### src/rtl/mat_pkg.sv
// Shared types, latency helper and FSM/error encodings for the double-buffered matrix unit.
package mat_pkg;

  localparam int MAT_DATA_W = 8;
  localparam int MAT_N      = 4;
  localparam int MAT_ACC_W  = 2*MAT_DATA_W + $clog2(MAT_N);

  typedef logic signed [MAT_DATA_W-1:0] data_t;
  typedef logic signed [MAT_ACC_W-1:0]  acc_t;

  typedef enum logic {SH_FREE, SH_LOCKED} sh_state_e;

  localparam int ERR_BAD_IDX = 0;
  localparam int ERR_COMMIT  = 1;

  function automatic int lat(input int n);
    return 2*n;
  endfunction

endpackage

### src/rtl/mat_pe_db.sv
// Weight-stationary PE with two weight banks; the bank is chosen per vector by the travelling tag.
module mat_pe_db
  import mat_pkg::*;
#(
  parameter int DATA_W = 8,
  parameter int ACC_W  = 18
) (
  input  logic                     clock,
  input  logic                     reset_n,
  input  logic signed [DATA_W-1:0] w_data,
  input  logic [1:0]               w_we,
  input  logic signed [DATA_W-1:0] data_in,
  input  logic                     vld_in,
  input  logic                     tag_in,
  input  logic signed [ACC_W-1:0]  psum_in,
  output logic signed [DATA_W-1:0] data_out,
  output logic                     vld_out,
  output logic                     tag_out,
  output logic signed [ACC_W-1:0]  psum_out
);

  logic signed [DATA_W-1:0] w_bank [2];

  function automatic logic signed [ACC_W-1:0] mac(input logic signed [ACC_W-1:0]  acc,
                                                  input logic signed [DATA_W-1:0] a,
                                                  input logic signed [DATA_W-1:0] b);
    logic signed [2*DATA_W-1:0] prod;
    prod = (2*DATA_W)'(a) * (2*DATA_W)'(b);
    return acc + ACC_W'(prod);
  endfunction

  always_ff @(posedge clock or negedge reset_n) begin
    if (!reset_n) begin
      w_bank[0] <= '0;
      w_bank[1] <= '0;
      vld_out   <= 1'b0;
    end else begin
      if (w_we[0]) w_bank[0] <= w_data;
      if (w_we[1]) w_bank[1] <= w_data;
      vld_out <= vld_in;
    end
  end

  // Stage boundary: data/tag east, partial sum south
  always_ff @(posedge clock) begin
    data_out <= data_in;
    tag_out  <= tag_in;
    psum_out <= mac(psum_in, data_in, w_bank[tag_in]);
  end

endmodule

### src/rtl/mat_unit_db.sv
// Double-buffered weight-stationary systolic unit: y = x*W at one vector per cycle, latency 2*N.
module mat_unit_db
  import mat_pkg::*;
#(
  parameter int N      = 4,
  parameter int DATA_W = 8,
  parameter int ACC_W  = 2*DATA_W + $clog2(N),
  parameter int IDX_W  = $clog2(N)
) (
  input  logic                     clock,
  input  logic                     reset_n,
  input  logic                     in_valid,
  input  logic [N-1:0][DATA_W-1:0] in_data,
  output logic                     out_valid,
  output logic [N-1:0][ACC_W-1:0]  out_data,
  input  logic                     w_valid,
  output logic                     w_ready,
  input  logic [IDX_W-1:0]         w_row_idx,
  input  logic [N-1:0][DATA_W-1:0] w_row_data,
  input  logic                     w_commit,
  output logic                     bank_active,
  output logic                     busy,
  output logic [1:0]               err
);

  localparam int LAT   = lat(N);
  localparam int CNT_W = $clog2(LAT+1);

  sh_state_e        state;
  logic [CNT_W-1:0] drain_cnt;
  logic [N-1:0]     mask, mask_nxt, row_sel;
  logic             wr_fire, idx_ok;
  logic [1:0]       row_we [N];

  always_comb begin
    idx_ok   = 32'(w_row_idx) < N;
    wr_fire  = w_valid && w_ready;
    mask_nxt = mask;
    for (int i = 0; i < N; i++) begin
      row_sel[i] = wr_fire && idx_ok && (w_row_idx == IDX_W'(i));
      row_we[i]  = row_sel[i] ? (bank_active ? 2'b01 : 2'b10) : 2'b00;
    end
    mask_nxt = mask | row_sel;
  end

  // A same-cycle write is folded into mask_nxt before the commit check
  always_ff @(posedge clock or negedge reset_n) begin
    if (!reset_n) begin
      state       <= SH_FREE;
      drain_cnt   <= '0;
      bank_active <= 1'b0;
      w_ready     <= 1'b1;
      mask        <= '0;
      err         <= '0;
    end else begin
      mask <= mask_nxt;
      if (wr_fire && !idx_ok) err[ERR_BAD_IDX] <= 1'b1;
      case (state)
        SH_FREE: begin
          if (w_commit) begin
            if (&mask_nxt) begin
              bank_active <= ~bank_active;
              mask        <= '0;
              drain_cnt   <= CNT_W'(LAT);
              w_ready     <= 1'b0;
              state       <= SH_LOCKED;
            end else begin
              err[ERR_COMMIT] <= 1'b1;
            end
          end
        end
        SH_LOCKED: begin
          if (w_commit) err[ERR_COMMIT] <= 1'b1;
          drain_cnt <= drain_cnt - CNT_W'(1);
          if (drain_cnt == CNT_W'(1)) begin
            state   <= SH_FREE;
            w_ready <= 1'b1;
          end
        end
        default: state <= SH_FREE;
      endcase
    end
  end

  // Stage p0: input capture with bank tag
  logic                     vld_p0, tag_p0;
  logic signed [DATA_W-1:0] x_p0 [N];

  always_ff @(posedge clock or negedge reset_n) begin
    if (!reset_n) vld_p0 <= 1'b0;
    else          vld_p0 <= in_valid;
  end

  always_ff @(posedge clock) begin
    tag_p0 <= bank_active;
    for (int i = 0; i < N; i++) x_p0[i] <= in_data[i];
  end

  logic signed [DATA_W-1:0] h_data [N][N+1];
  logic                     h_vld  [N][N+1];
  logic                     h_tag  [N][N+1];
  logic signed [ACC_W-1:0]  v_sum  [N+1][N];

  // Stage p1: input skew, row i delayed i cycles
  for (genvar i = 0; i < N; i++) begin : g_skew
    if (i == 0) begin : g_direct
      assign h_data[0][0] = x_p0[0];
      assign h_vld[0][0]  = vld_p0;
      assign h_tag[0][0]  = tag_p0;
    end else begin : g_chain
      logic signed [DATA_W-1:0] sk_data_p1 [i];
      logic                     sk_tag_p1  [i];
      logic                     sk_vld_p1  [i];

      always_ff @(posedge clock) begin
        sk_data_p1[0] <= x_p0[i];
        sk_tag_p1[0]  <= tag_p0;
        for (int k = 1; k < i; k++) begin
          sk_data_p1[k] <= sk_data_p1[k-1];
          sk_tag_p1[k]  <= sk_tag_p1[k-1];
        end
      end

      always_ff @(posedge clock or negedge reset_n) begin
        if (!reset_n) begin
          for (int k = 0; k < i; k++) sk_vld_p1[k] <= 1'b0;
        end else begin
          sk_vld_p1[0] <= vld_p0;
          for (int k = 1; k < i; k++) sk_vld_p1[k] <= sk_vld_p1[k-1];
        end
      end

      assign h_data[i][0] = sk_data_p1[i-1];
      assign h_vld[i][0]  = sk_vld_p1[i-1];
      assign h_tag[i][0]  = sk_tag_p1[i-1];
    end
  end

  for (genvar j = 0; j < N; j++) begin : g_top
    assign v_sum[0][j] = '0;
  end

  for (genvar i = 0; i < N; i++) begin : g_row
    for (genvar j = 0; j < N; j++) begin : g_col
      mat_pe_db #(.DATA_W(DATA_W), .ACC_W(ACC_W)) u_pe (
        .clock    (clock),
        .reset_n  (reset_n),
        .w_data   (w_row_data[j]),
        .w_we     (row_we[i]),
        .data_in  (h_data[i][j]),
        .vld_in   (h_vld[i][j]),
        .tag_in   (h_tag[i][j]),
        .psum_in  (v_sum[i][j]),
        .data_out (h_data[i][j+1]),
        .vld_out  (h_vld[i][j+1]),
        .tag_out  (h_tag[i][j+1]),
        .psum_out (v_sum[i+1][j])
      );
    end
  end

  // Stage p2: output deskew, column j delayed N-1-j cycles
  logic signed [ACC_W-1:0] y_p2 [N];
  logic                    dsk_vld_p2 [N-1];

  for (genvar j = 0; j < N; j++) begin : g_dsk
    if (j == N-1) begin : g_direct
      assign y_p2[j] = v_sum[N][j];
    end else begin : g_chain
      logic signed [ACC_W-1:0] dsk_p2 [N-1-j];
      always_ff @(posedge clock) begin
        dsk_p2[0] <= v_sum[N][j];
        for (int k = 1; k < N-1-j; k++) dsk_p2[k] <= dsk_p2[k-1];
      end
      assign y_p2[j] = dsk_p2[N-2-j];
    end
  end

  always_ff @(posedge clock or negedge reset_n) begin
    if (!reset_n) begin
      for (int k = 0; k < N-1; k++) dsk_vld_p2[k] <= 1'b0;
    end else begin
      dsk_vld_p2[0] <= h_vld[N-1][1];
      for (int k = 1; k < N-1; k++) dsk_vld_p2[k] <= dsk_vld_p2[k-1];
    end
  end

  // Stage p3: output register, data held between valid results
  always_ff @(posedge clock or negedge reset_n) begin
    if (!reset_n) begin
      out_valid <= 1'b0;
      out_data  <= '0;
    end else begin
      out_valid <= dsk_vld_p2[N-2];
      if (dsk_vld_p2[N-2]) begin
        for (int j = 0; j < N; j++) out_data[j] <= y_p2[j];
      end
    end
  end

  logic [LAT-1:0] vld_hist;

  always_ff @(posedge clock or negedge reset_n) begin
    if (!reset_n) vld_hist <= '0;
    else          vld_hist <= {vld_hist[LAT-2:0], in_valid};
  end

  assign busy = |vld_hist;

endmodule

### config.mk
export PLATFORM = sky130hd
export DESIGN_NAME = mat_unit_db
export DESIGN_NICKNAME = d
export VERILOG_FILES = /design/src/rtl/mat_pkg.sv /design/src/rtl/mat_pe_db.sv /design/src/rtl/mat_unit_db.sv
export SDC_FILE = /design/constraint.sdc
export NUM_CORES = 2
export LEC_CHECK = 0
export CAP_MARGIN = 25
export CELL_PAD_IN_SITES_DETAIL_PLACEMENT = 1
export CELL_PAD_IN_SITES_GLOBAL_PLACEMENT = 1
export CORE_MARGIN = 2
export CORE_UTILIZATION = 40
export CTS_BUF_LIST = sky130_fd_sc_hd__clkbuf_4 sky130_fd_sc_hd__clkbuf_8
export CTS_CLUSTER_SIZE = 8
export DETAILED_ROUTE_END_ITERATION = 8
export HOLD_SLACK_MARGIN = 0.15
export PLACE_DENSITY_LB_ADDON = 0.1
export SLEW_MARGIN = 15
export SYNTH_ARGS = -nofsm -noshare
export SYNTH_HDL_FRONTEND = slang
export SYNTH_HIERARCHICAL = 1
export SYNTH_SLANG_ARGS = --single-unit
### constraint.sdc
create_clock -name clock -period 9.7 [get_ports clock]
set_input_delay 1.94 -clock clock [delete_from_list [all_inputs] [get_ports clock]]
set_output_delay 1.94 -clock clock [all_outputs]
set_load 0.02 [all_outputs]
==> impl_metrics.toml <==
[global_route]
grt_pass1_vias = 56600
grt_max_degree = 158
grt_pass1_wl_um = 307000
grt-ovfl-total = 0
antenna_found_initial = 23
grt.total_usage_pct = 19.2

[placement]
port_buffers = 147
dp_hpwl_um = 151000
placed_area_um2 = 84300
dp.cells = 9828
gp_congestion = 0.810

[timing]
skew_ns = 0.0551
slew_headroom_pct = 27.7
final_max_slew_viol_count = 0
hold_viol = 0
fin_tns_setup_ns = 0
rsz0062_at_grt = "false"
finalSetupViolCount = 0
fmax_mhz = 168
fin_crit_ns = 5.95
fin_crit_sh_pct = 61.4
tightest_slew_ns = 1.05

[flow_run]
drv_cap = 0

[synthesis]
synthCells = 7024
netlist_area_um2 = 79400
avgSynthCellArea_um2 = 11.3
synth_warnings = 6

[min_path]
whs_path_depth = 0
hold_path_class = "reg -> reg"

[layout]
area_delta_synth_final_pct = 11.2
drive_gt1_share_pct = 11.3
final_cells = 10200
fin_nets = 9401
final_cell_area_um2 = 88300

[floorplanning]
chipHeight_um = 450
core_um2 = 197000
pin_count = 149
die_area_um2 = 202000
rows = 163
die_w_um = 450
initial_utilization_pct = 40.3

[clock_tree]
hold_buffers = 0
cts_sinks = 941
numCtsBuffers = 177
cts_max_path_buffers = 3
ctsResizeCount = 0
cts.root.buffer_cell = "clkbuf_8"
htree_levels = 4
path_clk_slew_ns = 0.06
cts_tree = "done"
post-cts-setup-buffers = 0
insertion_delay_ns = 0.93

[setup_path]
r2r_cells = 14
crit_type = "reg -> reg"
crit_fanout = 11
crit_required_ns = 10.54
crit_path_end_kind = "register"
startpoint_type = "register"
cp.arrival_ns = 6.79

[route]
wl_per_cell_um = 18.2
drcViolationCount = 0
drtAntennaViolNets = 0
totalWireLength_um = 185000
drt_iter0_drc = 1538
viasPerCell = 4.79
num_vias = 48700
first_pass_iters = 5

[outcome]
status = "complete, no violations"
==> state kept, by name, summed over array words and instances, names as in the netlist, 4 cells and up <==
name                       cells
g_row.g_col.u_pe/w_bank      256
x_p0                          32
vld_hist                       8
g_row.g_col.u_pe/tag_out      12
mask                           4
g_skew.g_chain.sk_data_p1     48
out_data                      72
g_row.g_col.u_pe/data_out     96
g_row.g_col.u_pe/psum_out    288
g_dsk.g_chain.dsk_p2         108
drain_cnt                      4
==> layout by cell type (no fill, tap or decap), drive strengths merged, types with 17 or more instances in the layout <==
| master | instances |
|---|---|
| ha | 674 |
| nor2 | 162 |
| clkinv | 39 |
| dfrtp | 352 |
| a21oi | 114 |
| inv | 1434 |
| buf | 32 |
| nand2b | 114 |
| o311ai | 17 |
| a211oi | 20 |
| xor2 | 51 |
| mux2i | 94 |
| clkdlybuf4s50 | 146 |
| nand3b | 29 |
| nand3 | 37 |
| mux2 | 395 |
| fa | 1280 |
| o21a | 52 |
| a31oi | 25 |
| clkbuf | 263 |
| nand2 | 349 |
| conb | 73 |
| o21bai | 28 |
| dfxtp | 588 |
| and2 | 234 |
| o21ai | 71 |
| xnor2 | 236 |
| a21o | 73 |
| nor2b | 321 |
==> metrics by stage <==
step	util, %	hold WS (ns)	setup slack, ns
2_1_floorplan	-	0.310	4.57
3_3_place_gp	42.8	0.310	3.67
3_5_place_dp	42.8	0.313	3.61
4_1_cts	44.7	0.283	3.62
5_1_grt	44.8	0.302	3.38
6_report	44.8	0.294	3.75
==> per-layer routing <==
metal | part of all wire [%] | vias up | global-route usage (%)
met5 | 0.036 | - | 0
met4 | 2.9 | 12 | 5.83
met3 | 2.7 | 246 | 2.64
met2 | 51 | 494 | 34.0
met1 | 44 | 25400 | 24.1
li1 | - | 22500 | -
==> area by class of cell <==
| cell class | instances | area [um^2] |
|---|---|---|
| clock buffer | 260 | 3260 |
| multi-input combinational | 4649 | 53400 |
| timing repair buffer | 181 | 1760 |
| fill | 21300 | 109000 |
| clock inverter | 66 | 628 |
| tap | 2640 | 3300 |
| sequential | 941 | 20600 |
| inverter | 1426 | 5350 |
| antenna | 11 | 27.5 |
==> critical path, cell delays in order, from the launching register on <==
cell and delay [ns]:
dfxtp_1 0.79, mux2_2 0.40, and2_1 0.64, inv_1 0.14, fa_1 0.54, inv_1 0.06
fa_1 0.48, fa_1 0.57, fa_1 0.43, fa_1 0.46, ha_1 0.33, a21oi_1 0.40
o21ai_1 0.21, a211o_1 0.32, o211ai_1 0.10
==> final timing paths <==
path / startpoint / end / slack (ns)
max: g_row[2].g_col[0].u_pe/tag_out$_DFF_P_ / g_row[2].g_col[1].u_pe/psum_out[14]$_DFF_P_ / 3.75
min: g_dsk[0].g_chain.dsk_p2[1][12]$_DFF_P_ / g_dsk[0].g_chain.dsk_p2[2][12]$_DFF_P_ / 0.29
max reg2reg: g_row[2].g_col[0].u_pe/tag_out$_DFF_P_ / g_row[2].g_col[1].u_pe/psum_out[14]$_DFF_P_ / 3.75
min reg2reg: g_dsk[0].g_chain.dsk_p2[1][12]$_DFF_P_ / g_dsk[0].g_chain.dsk_p2[2][12]$_DFF_P_ / 0.29
max in group asynchronous: reset_n / g_row[2].g_col[2].u_pe/w_bank[12]$_DFFE_PN0P_ / 7.25
min in group asynchronous: reset_n / out_data[17]$_DFFE_PN0P_ / 0.90
Power is not shown: default switching activity piles up to over one toggle a cycle in this logic, so the estimate is an artifact.
